===== src/rtl/uart_pkg.sv =====
// Shared UART definitions: receiver state encoding, default frame geometry
// and the line levels used by both receiver and the later transmitter.
package uart_pkg;

    localparam int unsigned UART_OVERSAMPLE = 16;
    localparam int unsigned UART_DATA_BITS  = 8;

    localparam logic LINE_IDLE_LVL  = 1'b1;
    localparam logic START_BIT_LVL  = 1'b0;
    localparam logic STOP_BIT_LVL   = 1'b1;

    typedef enum logic [2:0] {
        IDLE      = 3'd0,
        START     = 3'd1,
        DATA      = 3'd2,
        STOP      = 3'd3,
        WAIT_HIGH = 3'd4
    } rx_state_t;

endpackage : uart_pkg


===== src/rtl/sync_2ff.sv =====
// Two-flop synchronizer for a single asynchronous input; both flops reset
// to RESET_VAL so an idle-high line never looks like an edge out of reset.
module sync_2ff #(
    parameter logic RESET_VAL = 1'b1
) (
    input  logic clk,
    input  logic rst_n,
    input  logic d_i,
    output logic q_o
);

    logic meta_q;
    logic sync_q;

    always_ff @(posedge clk or negedge rst_n) begin
        if (!rst_n) begin
            meta_q <= RESET_VAL;
            sync_q <= RESET_VAL;
        end else begin
            meta_q <= d_i;
            sync_q <= meta_q;
        end
    end

    assign q_o = sync_q;

endmodule : sync_2ff


===== src/rtl/uart_rx.sv =====
// Oversampling UART receiver: start-bit validation at mid-bit, LSB-first data
// capture, stop-bit check with framing-error recovery after a held-low break.
module uart_rx
    import uart_pkg::*;
#(
    parameter int unsigned OVERSAMPLE = UART_OVERSAMPLE,
    parameter int unsigned DATA_BITS  = UART_DATA_BITS
) (
    input  logic                 clk,
    input  logic                 rst,
    input  logic                 sample_enable,
    input  logic                 rx,
    output logic [DATA_BITS-1:0] rx_data,
    output logic                 rx_valid,
    output logic                 frame_error,
    output logic                 busy
);

    localparam int unsigned TW = $clog2(OVERSAMPLE);
    localparam int unsigned BW = $clog2(DATA_BITS) + 1;

    localparam logic [TW-1:0] TICK_MID  = TW'(OVERSAMPLE / 2 - 1);
    localparam logic [TW-1:0] TICK_LAST = TW'(OVERSAMPLE - 1);
    localparam logic [BW-1:0] BIT_LAST  = BW'(DATA_BITS - 1);

    rx_state_t              state_q, state_d;
    logic [TW-1:0]          tick_q, tick_d;
    logic [BW-1:0]          bit_q, bit_d;
    logic [DATA_BITS-1:0]   shift_q, shift_d;
    logic [DATA_BITS-1:0]   data_q, data_d;
    logic                   valid_q, valid_d;
    logic                   ferr_q, ferr_d;
    logic                   busy_q, busy_d;
    logic                   rx_s;

    sync_2ff #(
        .RESET_VAL (LINE_IDLE_LVL)
    ) u_sync (
        .clk   (clk),
        .rst_n (rst),
        .d_i   (rx),
        .q_o   (rx_s)
    );

    always_ff @(posedge clk or negedge rst) begin
        if (!rst) begin
            state_q <= IDLE;
            tick_q  <= '0;
            bit_q   <= '0;
            shift_q <= '0;
            data_q  <= '0;
            valid_q <= 1'b0;
            ferr_q  <= 1'b0;
            busy_q  <= 1'b0;
        end else begin
            state_q <= state_d;
            tick_q  <= tick_d;
            bit_q   <= bit_d;
            shift_q <= shift_d;
            data_q  <= data_d;
            valid_q <= valid_d;
            ferr_q  <= ferr_d;
            busy_q  <= busy_d;
        end
    end

    // Everything advances only on oversample ticks; the pulse flags self-clear.
    always_comb begin
        state_d = state_q;
        tick_d  = tick_q;
        bit_d   = bit_q;
        shift_d = shift_q;
        data_d  = data_q;
        valid_d = 1'b0;
        ferr_d  = 1'b0;

        if (sample_enable) begin
            case (state_q)
                IDLE: begin
                    if (rx_s == START_BIT_LVL) begin
                        state_d = START;
                        tick_d  = '0;
                    end
                end
                START: begin
                    if (tick_q == TICK_MID) begin
                        tick_d = '0;
                        if (rx_s == START_BIT_LVL) begin
                            state_d = DATA;
                            bit_d   = '0;
                        end else begin
                            state_d = IDLE;
                        end
                    end else begin
                        tick_d = tick_q + TW'(1);
                    end
                end
                DATA: begin
                    if (tick_q == TICK_LAST) begin
                        shift_d = {rx_s, shift_q[DATA_BITS-1:1]};
                        tick_d  = '0;
                        bit_d   = bit_q + BW'(1);
                        if (bit_q == BIT_LAST) begin
                            state_d = STOP;
                        end
                    end else begin
                        tick_d = tick_q + TW'(1);
                    end
                end
                STOP: begin
                    if (tick_q == TICK_LAST) begin
                        tick_d = '0;
                        if (rx_s == STOP_BIT_LVL) begin
                            data_d  = shift_q;
                            valid_d = 1'b1;
                            state_d = IDLE;
                        end else begin
                            ferr_d  = 1'b1;
                            state_d = WAIT_HIGH;
                        end
                    end else begin
                        tick_d = tick_q + TW'(1);
                    end
                end
                WAIT_HIGH: begin
                    if (rx_s == LINE_IDLE_LVL) begin
                        state_d = IDLE;
                    end
                end
                default: begin
                    state_d = IDLE;
                    tick_d  = '0;
                end
            endcase
        end

        busy_d = (state_d != IDLE);
    end

    assign rx_data     = data_q;
    assign rx_valid    = valid_q;
    assign frame_error = ferr_q;
    assign busy        = busy_q;

endmodule : uart_rx


===== config.mk =====
export PLATFORM = sky130hd
export DESIGN_NAME = uart_rx
export DESIGN_NICKNAME = d
export VERILOG_FILES = /design/src/rtl/uart_pkg.sv /design/src/rtl/sync_2ff.sv /design/src/rtl/uart_rx.sv
export SDC_FILE = /design/constraint.sdc
export NUM_CORES = 1
export LEC_CHECK = 0
export BUFFER_PORTS_ARGS = -buffer_cell sky130_fd_sc_hd__buf_4
export CORE_UTILIZATION = 57
export CTS_CLUSTER_DIAMETER = 80
export CTS_CLUSTER_SIZE = 8
export DETAILED_ROUTE_END_ITERATION = 7
export GPL_TIMING_DRIVEN = 0
export PLACE_DENSITY = 0.77
export SYNTH_ARGS = -nofsm -noshare
export SYNTH_HDL_FRONTEND = slang
export SYNTH_SLANG_ARGS = --single-unit

===== constraint.sdc =====
create_clock -name clk -period 2.36 [get_ports clk]
set_clock_uncertainty 0.05 [all_clocks]
set_input_delay 0 -clock clk [delete_from_list [all_inputs] [get_ports clk]]
set_output_delay 0 -clock clk [all_outputs]
set_load 0.01 [all_outputs]

After elaboration in Yosys (flattened, before gate mapping)
Index checks and enable logic that the tools add are counted.
{"block": "word_totals", "regBits": 32, "latchBits": 0, "ram_bits": 0, "rom_bits": 0, "inputBits": 4, "out_inout_bits": 11, "word_cells": 57, "n_memories": 0}
{"block": "classes", "add_sub_neg": 2, "n_mul": 0, "div": 0, "n_lt_le_gt_ge": 0, "eq_ne": 11, "shift": 0, "n_mux": 25, "bitwise": 1, "n_reduce_logical": 8}
{"op": "two-way mux 3 bit", "count": 8}
{"op": "two-way mux 4 bit", "count": 5}
{"op": "one-hot mux 4 bit (4 select lines)", "count": 1}
{"op": "one-hot mux 3 bit (5 select lines)", "count": 1}
{"op": "adder 4 x 1 -> 4 bit, second input constant", "count": 2}
{"op": "== test 4 x 3 -> 1 bit, second input constant", "count": 2}
{"op": "two-way mux 1 bit", "count": 8}
{"op": "!= test 2 bit, second input constant", "count": 4}
{"op": "one-hot mux 4 bit (2 select lines)", "count": 1}
{"op": "== test 3 x 2 -> 1 bit, second input constant", "count": 2}
{"op": "AND reduction 3 bit", "count": 2}
{"op": "AND reduction 5 bit", "count": 1}
{"op": "== test 4 bit, second input constant", "count": 1}
{"op": "AND reduction 4 bit", "count": 1}
{"op": "== test 3 x 1 -> 1 bit, second input constant", "count": 1}
{"op": "== test 3 bit, second input constant", "count": 1}
{"op": "zero test 3 bit", "count": 1}
{"op": "nonzero test 3 bit", "count": 1}
{"op": "two-way mux 2 bit", "count": 1}
{"op": "nonzero test 2 bit", "count": 1}
{"op": "OR reduction 2 bit", "count": 1}
{"op": "NOT 1 bit", "count": 1}

Logic depth before layout (Yosys ltp)
Gate-level depths: netlist of run 1.
{"block": "depth", "ltp_word": 6, "ltp_mapped": 7, "depth_no_buf": 5}

Cells and area by module
A second synthesis of run 1 with hierarchy kept.
{"block": "hier_totals", "hier_cells": 116, "hier_area_um2": 1456.4}
{"module": "uart_rx", "n_inst": 1, "cells_each": 114, "area_per_inst_um2": 1403.8, "seq_area_each_um2": 750.7}
{"module": "sync_2ff", "n_inst": 1, "cells_each": 2, "area_per_inst_um2": 52.6, "seq_area_each_um2": 52.6}

Worst setup path after synthesis of run 1
OpenSTA, ideal clock, no wires.
{"block": "synth_path", "path_type": "register to register", "from": "register tick_q[0]", "to": "register data_q[0] (netlist: rx_data[0])", "setup_time_ns": 0.125, "arrival_time_ns": 1.789, "t_required_ns": 2.185, "setup_slack_ns": 0.396, "path_stages_with_launch": 8, "path_buffers": 2, "synth_period_minus_slack_ns": 1.964, "cell_sequence": "dfrtp_1 -> ha_1 -> buf_4 -> nand4_4 -> or4_4 -> or2_1 -> buf_6 -> mux2_4"}
{"block": "synth_between", "elab_chain_cells": 2}
{"item": "from (decl)", "line": "uart_rx.sv:27", "text": "logic [TW-1:0] tick_q, tick_d;"}
{"item": "from (signal assigned)", "line": "uart_rx.sv:57", "text": "tick_q <= tick_d;"}
{"item": "== test 4 bit", "line": "uart_rx.sv:111", "text": "if (tick_q == TICK_LAST) begin"}
{"item": "AND reduction 4 bit (no source line)"}
{"item": "to (signal assigned)", "line": "uart_rx.sv:60", "text": "data_q <= data_d;"}
{"item": "to (decl)", "line": "uart_rx.sv:30", "text": "logic [DATA_BITS-1:0] data_q, data_d;"}
Every way passes these cells.
A chain may end at the register's enable or synchronous reset.

Worst setup path after layout of run 1
{"block": "layout_path", "from": "register state_q[0]", "to": "register shift_q[5]"}
{"block": "layout_between", "elab_chain_cells": 2}
{"item": "from (decl)", "line": "uart_rx.sv:26", "text": "rx_state_t state_q, state_d;"}
{"item": "from (signal assigned)", "line": "uart_rx.sv:56", "text": "state_q <= state_d;"}
{"item": "== test 3 x 2 -> 1 bit", "line": "uart_rx.sv:78", "text": "case (state_q)"}
{"item": "AND reduction 3 bit (no source line)"}
{"item": "to (signal assigned)", "line": "uart_rx.sv:59", "text": "shift_q <= shift_d;"}
{"item": "to (decl)", "line": "uart_rx.sv:29", "text": "logic [DATA_BITS-1:0] shift_q, shift_d;"}
Every way passes these cells.

==> flow_summary.ini, run 1 <==
[hold_path]
min_path_type = in -> async

[critical_path]
cp_slowest_cell = or3b_2
cpLargestDelayFamily = simple AND/OR/NAND/NOR gates
r2r_end = shift_q[5]
timing.critical_path.to = shift_q[5]
worst-path-buf-inv = 2
cp.arrival_ns = 2.25
start_kind = register
cp-end-kind = register
slowest_delay_ns = 0.50
crit_path_max_fanout = 10
crit_type = reg -> reg
rrSetupSlack_ns = 0.27
worst-r2r-cell-count = 5
crit_chain = buf_2 -> or3b_2 -> nor2_1 -> buf_4 -> mux2_2
worstSetupStartpoint = state_q[0]
path_depth = 5
crit_required_ns = 2.52
r2r-start = state_q[0]

[synthesis]
synthAdderAreaFrac_pct = 1.62
yosys.area_share.simple_pct = 11.8
synth-xor-area-share_pct = 1.14
avgSynthCellArea_um2 = 12.5
synth_top_family_by_area = multiplexers
synth_fp_nets = 129
synth_ff_type = dfrtp_1
synth_area_mm2 = 0.00154
async_flop_share_pct = 100
ys_warn_count = 0
synth_cells = 123
ys_ff_latch = 32
synth.area.mux_share_pct = 14.6
synth_edf_count = 0
yosysUniqueCellTypes = 42
seq_area_frac_synth_pct = 52.2
synth_compound_area_share_pct = 12.2

[sta]
drv_slew = 0
hold_viol_final = 0
whs_ns = 0.0840
max_freq_mhz = 477
period_needed_ns = 2.09
setup_viol = 0
tns_ns = 0
slew_headroom_pct = 61.4
tightest_slew_ns = 0.574
finalCritPeriodShare_pct = 88.8
rsz0062_at_grt = no

[die]
fp.dieH_um = 54.0
design.die.area_mm2 = 0.00291
core_area_mm2 = 0.00252
io_pins = 15
std_cell_rows = 18
start_util_pct = 61.1
dieWidth_um = 54.0

[final_layout]
fin_nets = 152
antennaDiodeCount = 0
instances_no_fill = 177
nFillCells = 191
drive_gt1_share_pct = 35.4
layout_common_cells = 30 x dfrtp_1, 16 x buf_4, 9 x nor2_1, 9 x mux2_4, 8 x mux2_2
areaGrowthSynthToFinish_pct = 15.7
final_core_util_pct = 70.6
mostFrequentLayoutCell = dfrtp_1

[cts]
h-tree-depth = 2
cts_tree = done
clkTransAtPathRegs_ns = 0.10
cts_resized = 0
clock_sinks = 32
root_buffer = clkbuf_4
cts_buffer_depth = 2
cts_made_buffers = 5
worstSkewPairLatency_ns = 0.32

[route]
route.detailed.drc = 0
initialDrtViolationCount = 33
final_antenna_net_count = 0
avgViaCountPerCell = 5.69
drt_wl_total_um = 2640
drtPass1Iterations = 4
wl_per_cell_um = 14.9
vias = 1008

[power_and_ir_drop]
finalPower_mw = 1.52
p_leak_nw = 0.880
power_density_mw_per_mm2 = 854
irDropWorstVdd_mv = 0.656

[global_route]
grt_max_degree = 33
overflow = 0
grt_pass1_wl_um = 4180
grt_pass1_vias = 895
grt.total_usage_pct = 20.7
antenna_found_initial = 0

[place]
dp_cells = 166
place_congestion = 0.822
dp_hpwl_um = 1840
io_buffer_count = 13

[run_status]
status = completed

[flow_run]
maxCapViolations = 0
logic make-up (layout without fill, tap and decap cells):
| family | Yosys count | in the layout |
|---|---|---|
| muxes | 17 | 17 |
| xor gates and xnor gates | 2 | 2 |
| and+or+nand+nor | 29 | 29 |
| DFF | 32 | 32 |
| buffers and inverters | 17 | 41 |
| AOI/OAI and AO/OA | 24 | 24 |
| adders and majority gates | 2 | 2 |
how the worst min path moves through the flow:
stage                     cells after the start        end  from  slack [ns]
final                                         2       busy   rst        0.08
after global routing                          2   rx_valid   rst        0.13
after CTS                                     2  tick_q[2]   rst         0.1
after detailed placement                      1       busy   rst        -0.1
after global placement                        1       busy   rst       -0.10
after floorplan                               0   bit_q[0]   rst       -0.35
area by class of cell:
class	count	area (um^2)	share of cell area, %
flip-flops and latches	32	803	45.1
multi-input cells	74	637	35.7
repair buffers	16	128	7.16
plain buffers	10	73.8	4.14
clock buffers	6	41.3	2.32
well taps	30	37.5	2.11
clock inverters	2	35.0	1.97
inverters	7	26.3	1.47
routing by layer:
metal	wire (um)	GRT usage, %	vias up
li1	-	-	490
met1	1260	28.8	487
met2	1230	30.2	25
met3	117	5.93	6
met4	36	7.69	0
met5	0	0	-
worst reg2reg max path, delay by kind of cell (launching register included):
family	cells	cell delay, ns
multiplexers	1	0.36
buffers and inverters	2	0.44
flip-flops	1	0.46
AND/OR/NAND/NOR	2	0.68
synth_stat cells, types with 2 or more instances:
master / number / share of area (%)
dfrtp_1: 30 / 49
mux2_4: 9 / 8.8
nor2_1: 9 / 2.2
mux2_2: 8 / 5.8
inv_1: 7 / 1.7
o21ai_0: 5 / 1.6
nand3_1: 4 / 1.3
a22o_1: 3 / 1.7
buf_4: 3 / 1.5
buf_6: 3 / 2.2
nand2b_1: 3 / 1.2
a21oi_1: 2 / 0.65
buf_2: 2 / 0.65
clkbuf_1: 2 / 0.49
dfstp_2: 2 / 3.4
ha_1: 2 / 1.6
nand2_1: 2 / 0.49
o31ai_1: 2 / 0.97
xnor2_1: 2 / 1.1
report_power, final:
part,internal [mW],total [mW],switching (mW)
clock,0.222,0.400,0.178
combinational,0.212,0.450,0.238
sequential,0.618,0.672,0.0537
per-stage QoR:
step	worst slack, ns	instance area, um^2
after floorplan	0.396	1540
after global placement	0.315	1680
after detailed placement	0.292	1680
after CTS	0.276	1780
after global routing	0.152	1780
final	0.265	1780
state kept, by name, indices dropped and copies added, names as in the netlist:
signal,cells
rx_data,8
shift_q,8
bit_q,4
tick_q,4
state_q,3
busy,1
frame_error,1
rx_valid,1
u_sync.meta_q,1
u_sync.q_o,1
what timing repair did:
| item | in CTS | in global routing |
|---|---|---|
| buffers inserted | 0 | 0 |
| hold buffers | 3 | 0 |
| hold endpoints to repair | 36 | 0 |
(Power assumes the default switching activity.)
==> run 2: changes to the inputs <==
--- a/config.mk
+++ b/config.mk
@@ -12,6 +12,7 @@
 export DETAILED_ROUTE_END_ITERATION = 7
 export GPL_TIMING_DRIVEN = 0
 export PLACE_DENSITY = 0.77
+export RECOVER_POWER = 50
 export SYNTH_ARGS = -nofsm -noshare
 export SYNTH_HDL_FRONTEND = slang
 export SYNTH_SLANG_ARGS = --single-unit
==> flow_summary.ini, run 2 (synthesized netlist as in run 1, its figures left out) <==
[run_status]
status = finished with violations
failed_checks = capacitance limit, slew limit

[route]
final_antenna_net_count = 0
initialDrtViolationCount = 29
avgViaCountPerCell = 5.67
drt_wl_total_um = 2620
wl_per_cell_um = 14.8
vias = 1004
route.detailed.drc = 0
drtPass1Iterations = 4

[cts]
post_cts.repair.setup_buffers = 0
cts_made_buffers = 5
root_buffer = clkbuf_4
worstSkewPairLatency_ns = 0.32
clkTransAtPathRegs_ns = 0.10
clock_sinks = 32
cts_tree = done
cts_buffer_depth = 2
h-tree-depth = 2

[die]
fp.dieH_um = 54.0
std_cell_rows = 18
io_pins = 15
design.die.area_mm2 = 0.00291
start_util_pct = 61.1
dieWidth_um = 54.0
core_area_mm2 = 0.00252

[final_layout]
fin_nets = 152
layout_common_cells = 30 x dfrtp_1, 11 x buf_4, 9 x nor2_1, 9 x mux2_4, 8 x mux2_2
mostFrequentLayoutCell = dfrtp_1
seq_area_um2 = 803
antennaDiodeCount = 0
areaGrowthSynthToFinish_pct = 14.7
multi_input_area_um2 = 637
drive_gt1_share_pct = 32.7
nFillCells = 194

[critical_path]
cp_slowest_cell = or3b_2
cp.arrival_ns = 2.25
crit_path_max_fanout = 10
crit_chain = buf_2 -> or3b_2 -> nor2_1 -> buf_4 -> mux2_2
cp-end-kind = register
worst-path-buf-inv = 2
slowest_delay_ns = 0.50
crit_type = reg -> reg
cpLargestDelayFamily = simple AND/OR/NAND/NOR gates
start_kind = register
crit_required_ns = 2.52

[power_and_ir_drop]
power_frac_comb_pct = 29.3
p_leak_nw = 0.865
power_density_mw_per_mm2 = 859
p_sw_mw = 0.472
irDropWorstVdd_mv = 0.656
clockPowerShare_pct = 26.4
p_int_mw = 1.05
switching_share_pct = 31.1
pwr-share-seq_pct = 44.3

[hold_path]
min_path_type = in -> reg

[global_route]
antenna_found_initial = 0
overflow = 0
grt_max_degree = 33
grt_pass1_wl_um = 4180
grt.total_usage_pct = 20.7
grt_pass1_vias = 895

[place]
io_buffer_count = 13
place_congestion = 0.822
dp_hpwl_um = 1840

[sta]
rsz0062_at_grt = no
setup_viol = 0
max_freq_mhz = 478
hold_viol_final = 0
whs_ns = 0.277
drv_slew = 33
finalCritPeriodShare_pct = 88.7
tightest_slew_ns = 1.61
period_needed_ns = 2.09
slew_headroom_pct = -7.38
tns_ns = 0

[flow_run]
maxCapViolations = 1
[run 2: per-stage QoR]
| stage | cells | util [%] | setup slack [ns] | power [mW] | cell area [um^2] |
|---|---|---|---|---|---|
| CTS | 177 | 70.6 | 0.276 | 1.53 | 1780 |
| global placement | 166 | 66.4 | 0.315 | 1.11 | 1680 |
| finish | 177 | 70.0 | 0.267 | 1.52 | 1770 |
| floorplan | 123 | - | 0.396 | 1.03 | 1540 |
| detailed placement | 166 | 66.4 | 0.292 | 1.13 | 1680 |
| global route | 177 | 70.0 | 0.152 | 1.61 | 1770 |
[run 2: routing by layer]
| layer | GRT usage, % | wire length [um] |
|---|---|---|
| met1 | 28.8 | 1260 |
| met2 | 30.2 | 1210 |
| met3 | 5.93 | 123 |
| met4 | 7.69 | 33 |
| met5 | 0 | 0 |
[run 2: final timing paths]
kind | start | to | slack (ns) | cells after the start
worst max-delay path | state_q[0] | shift_q[5] | 0.27 | 5
worst min register to register | u_sync.meta_q | u_sync.q_o | 0.31 | 0
max in group asynchronous | rst | tick_q[0] | 0.77 | 2
worst max register to register | state_q[0] | shift_q[5] | 0.27 | 5
min in group asynchronous | rst | busy | 0.56 | 2
worst min-delay path | rx | u_sync.meta_q | 0.28 | 2
[run 2: final cells by class]
cell class / instances / share of cell area (%)
plain buffers: 10 / 4.18
clock buffers: 6 / 2.34
clock inverters: 2 / 1.98
inverters: 7 / 1.49
multi-input cells: 74 / 36.0
flip-flops and latches: 32 / 45.5
well taps: 30 / 2.12
repair buffers: 16 / 6.37
[run 2: what timing repair did]
item,in CTS,in global routing
endpoints found under the hold margin,36,0
hold buffers,3,0
setup endpoints to repair,0,0
resized for setup,0,0
[run 2: power by group through the flow]
stage | registers [mW] | logic [mW] | clock network (mW)
3_3_place_gp | 0.681 | 0.432 | 0
4_1_cts | 0.671 | 0.451 | 0.406
2_1_floorplan | 0.674 | 0.359 | 0
3_5_place_dp | 0.682 | 0.448 | 0
6_report | 0.672 | 0.444 | 0.401
5_1_grt | 0.681 | 0.503 | 0.430
==> run 3: changes to the inputs <==
--- a/config.mk
+++ b/config.mk
@@ -6,13 +6,15 @@
 export NUM_CORES = 1
 export LEC_CHECK = 0
 export BUFFER_PORTS_ARGS = -buffer_cell sky130_fd_sc_hd__buf_4
+export CORE_ASPECT_RATIO = 0.8
 export CORE_UTILIZATION = 57
 export CTS_CLUSTER_DIAMETER = 80
 export CTS_CLUSTER_SIZE = 8
 export DETAILED_ROUTE_END_ITERATION = 7
 export GPL_TIMING_DRIVEN = 0
-export PLACE_DENSITY = 0.77
+export PLACE_DENSITY = 0.78
 export RECOVER_POWER = 50
 export SYNTH_ARGS = -nofsm -noshare
 export SYNTH_HDL_FRONTEND = slang
+export SYNTH_HIERARCHICAL = 1
 export SYNTH_SLANG_ARGS = --single-unit
==> flow_summary.ini, run 3 <==
[cts]
post_cts.repair.setup_buffers = 0
root_buffer = clkbuf_4
hold_buffers = 3
cts_made_buffers = 5
worstSkewPairLatency_ns = 0.34
cts_buffer_depth = 2
h-tree-depth = 2
cts_tree = done
clkTransAtPathRegs_ns = 0.10
cts_resized = 0
clock_sinks = 32

[sta]
finalCritPeriodShare_pct = 89.6
rsz0062_at_grt = no
tns_ns = 0
slew_headroom_pct = -8.26
drv_slew = 33
tightest_slew_ns = 1.62
max_freq_mhz = 473
period_needed_ns = 2.11
setup_viol = 0
hold_viol_final = 0

[critical_path]
r2r_end = bit_q[3]
crit_required_ns = 2.53
slowest_delay_ns = 0.70
cp-end-kind = register
rrSetupSlack_ns = 0.25
worst-r2r-cell-count = 5
cp_slowest_cell = nor4_1
timing.critical_path.to = bit_q[3]
cp.arrival_ns = 2.29
crit_chain = ha_1 -> nand2_1 -> nor4_1 -> o21ai_0 -> a22o_1
r2r-start = tick_q[0]
crit_path_max_fanout = 5
start_kind = register
worstSetupStartpoint = tick_q[0]
crit_type = reg -> reg

[synthesis]
yosys.area_share.simple_pct = 12.9
yosysTopAreaCell = dfrtp_1
synth_top_area_share_pct = 51.5
synth_area_mm2 = 0.00146
synthAdderAreaFrac_pct = 1.72
synth.area.mux_share_pct = 16.5
synth_cells = 116
yosys-top-cells-count = 30 x dfrtp_1, 9 x nand2_1, 8 x mux2_2, 8 x mux2_4
synth_top_family_by_area = multiplexers
synth_compound_area_share_pct = 9.97
seq_area_frac_synth_pct = 55.2
avgSynthCellArea_um2 = 12.6
async_flop_share_pct = 100
ys_warn_count = 6
synth_fp_nets = 122
synth-xor-area-share_pct = 0.601
synth_ff_type = dfrtp_1
ys_top_cells_by_area = dfrtp_1 52%, mux2_4 8.2%, mux2_2 6.2%
ys_ff_latch = 32
synth.most_common_cell = dfrtp_1
synth_edf_count = 0
yosysUniqueCellTypes = 35

[final_layout]
layout_common_cells = 30 x dfrtp_1, 9 x clkbuf_1, 9 x nand2_1
final_core_util_pct = 73.0
instances_no_fill = 174
drive_gt1_share_pct = 27.9
areaGrowthSynthToFinish_pct = 14.7
nFillCells = 171
fin_nets = 145
final_area_mm2 = 0.00167
mostFrequentLayoutCell = dfrtp_1
antennaDiodeCount = 0

[die]
design.die.area_mm2 = 0.00276
fp.dieH_um = 47.2
dieWidth_um = 58.5
std_cell_rows = 15
io_pins = 15
start_util_pct = 63.6
core_area_mm2 = 0.00229

[global_route]
grt_pass1_vias = 956
overflow = 0
grt_max_degree = 33
antenna_found_initial = 0
grt_pass1_wl_um = 4440
grt.total_usage_pct = 23.0

[power_and_ir_drop]
irDropWorstVdd_mv = 0.509
power_density_mw_per_mm2 = 811
p_leak_nw = 0.816

[route]
drtPass1Iterations = 4
vias = 990
final_antenna_net_count = 0
wl_per_cell_um = 14.8
avgViaCountPerCell = 5.69
route.detailed.drc = 0
drt_wl_total_um = 2580
initialDrtViolationCount = 52

[run_status]
failed_checks = capacitance limit, slew limit
status = finished with violations

[place]
placed_area_mm2 = 0.00160
place_congestion = 0.870
dp_hpwl_um = 1820
io_buffer_count = 13
dp_cells = 163

[hold_path]
min_path_type = in -> reg
whs_path_depth = 2

[flow_run]
maxCapViolations = 1
## run 3: cell types whose count changed after synthesis, moves of 2 or more
cell and delta:
nand2_1 +7, inv_1 -2, nor4_1 +5, mux2i_1 +3, nor2_1 -5, buf_6 -2, nor3_1 +2, buf_4 -3
xnor2_1 -2
## run 3: logic make-up after synthesis
group	after synthesis
simple gates	33
flops	32
compound gates	19
mux	19
buf+inv	10
fa+ha+maj	2
xor+xnor	1
## run 3: worst min-delay path by stage
stage | from | end
6_report | rx | u_sync/meta_q
5_1_grt | rx | u_sync/meta_q
4_1_cts | rst | rx_data[0]
3_5_place_dp | rst | rx_data[2]
3_3_place_gp | rst | rx_data[2]
2_1_floorplan | rst | bit_q[0]
## run 3: worst max-delay path, delay by kind of cell, from the launching register on
| family | cells | cell delay (ns) |
|---|---|---|
| AND/OR/NAND/NOR | 2 | 0.84 |
| adder cells (fa/ha/maj) | 1 | 0.30 |
| flip-flops | 1 | 0.40 |
| AO/OA/AOI/OAI | 2 | 0.41 |
## run 3: final cells by class
cell class	count	area (um^2)	area share [%]
Buffer	5	27.5	1.65
Inverter	5	18.8	1.12
Sequential cell	32	803	48.1
Timing Repair Buffer	16	113	6.74
Tap cell	34	42.5	2.55
Clock buffer	8	58.8	3.52
Multi-Input combinational cell	74	607	36.3
## run 3: power breakdown
| group | switching [mW] | total (mW) | leakage (nW) | internal [mW] |
|---|---|---|---|---|
| Combinational | 0.199 | 0.339 | 0.358 | 0.140 |
| Clock | 0.178 | 0.325 | 0.0326 | 0.147 |
| Sequential | 0.0720 | 0.690 | 0.425 | 0.618 |
## run 3: through the flow
| step | setup WS, ns | total power [mW] | hold WS (ns) |
|---|---|---|---|
| after detailed placement | 0.320 | 1.04 | -0.100 |
| final | 0.245 | 1.35 | 0.282 |
| after floorplan | 0.509 | 0.937 | -0.346 |
| after global placement | 0.359 | 1.01 | -0.102 |
| after CTS | 0.293 | 1.37 | 0.0761 |
| after global routing | 0.00869 | 1.42 | 0.271 |
## run 3: metal layers
layer	track usage [%]	vias to the layer above	part of all wire, %
met2	37.2	17	46
met4	12.4	0	2.0
met3	5.79	8	4.8
met1	29.3	493	47
met5	0	-	0
li1	-	472	-
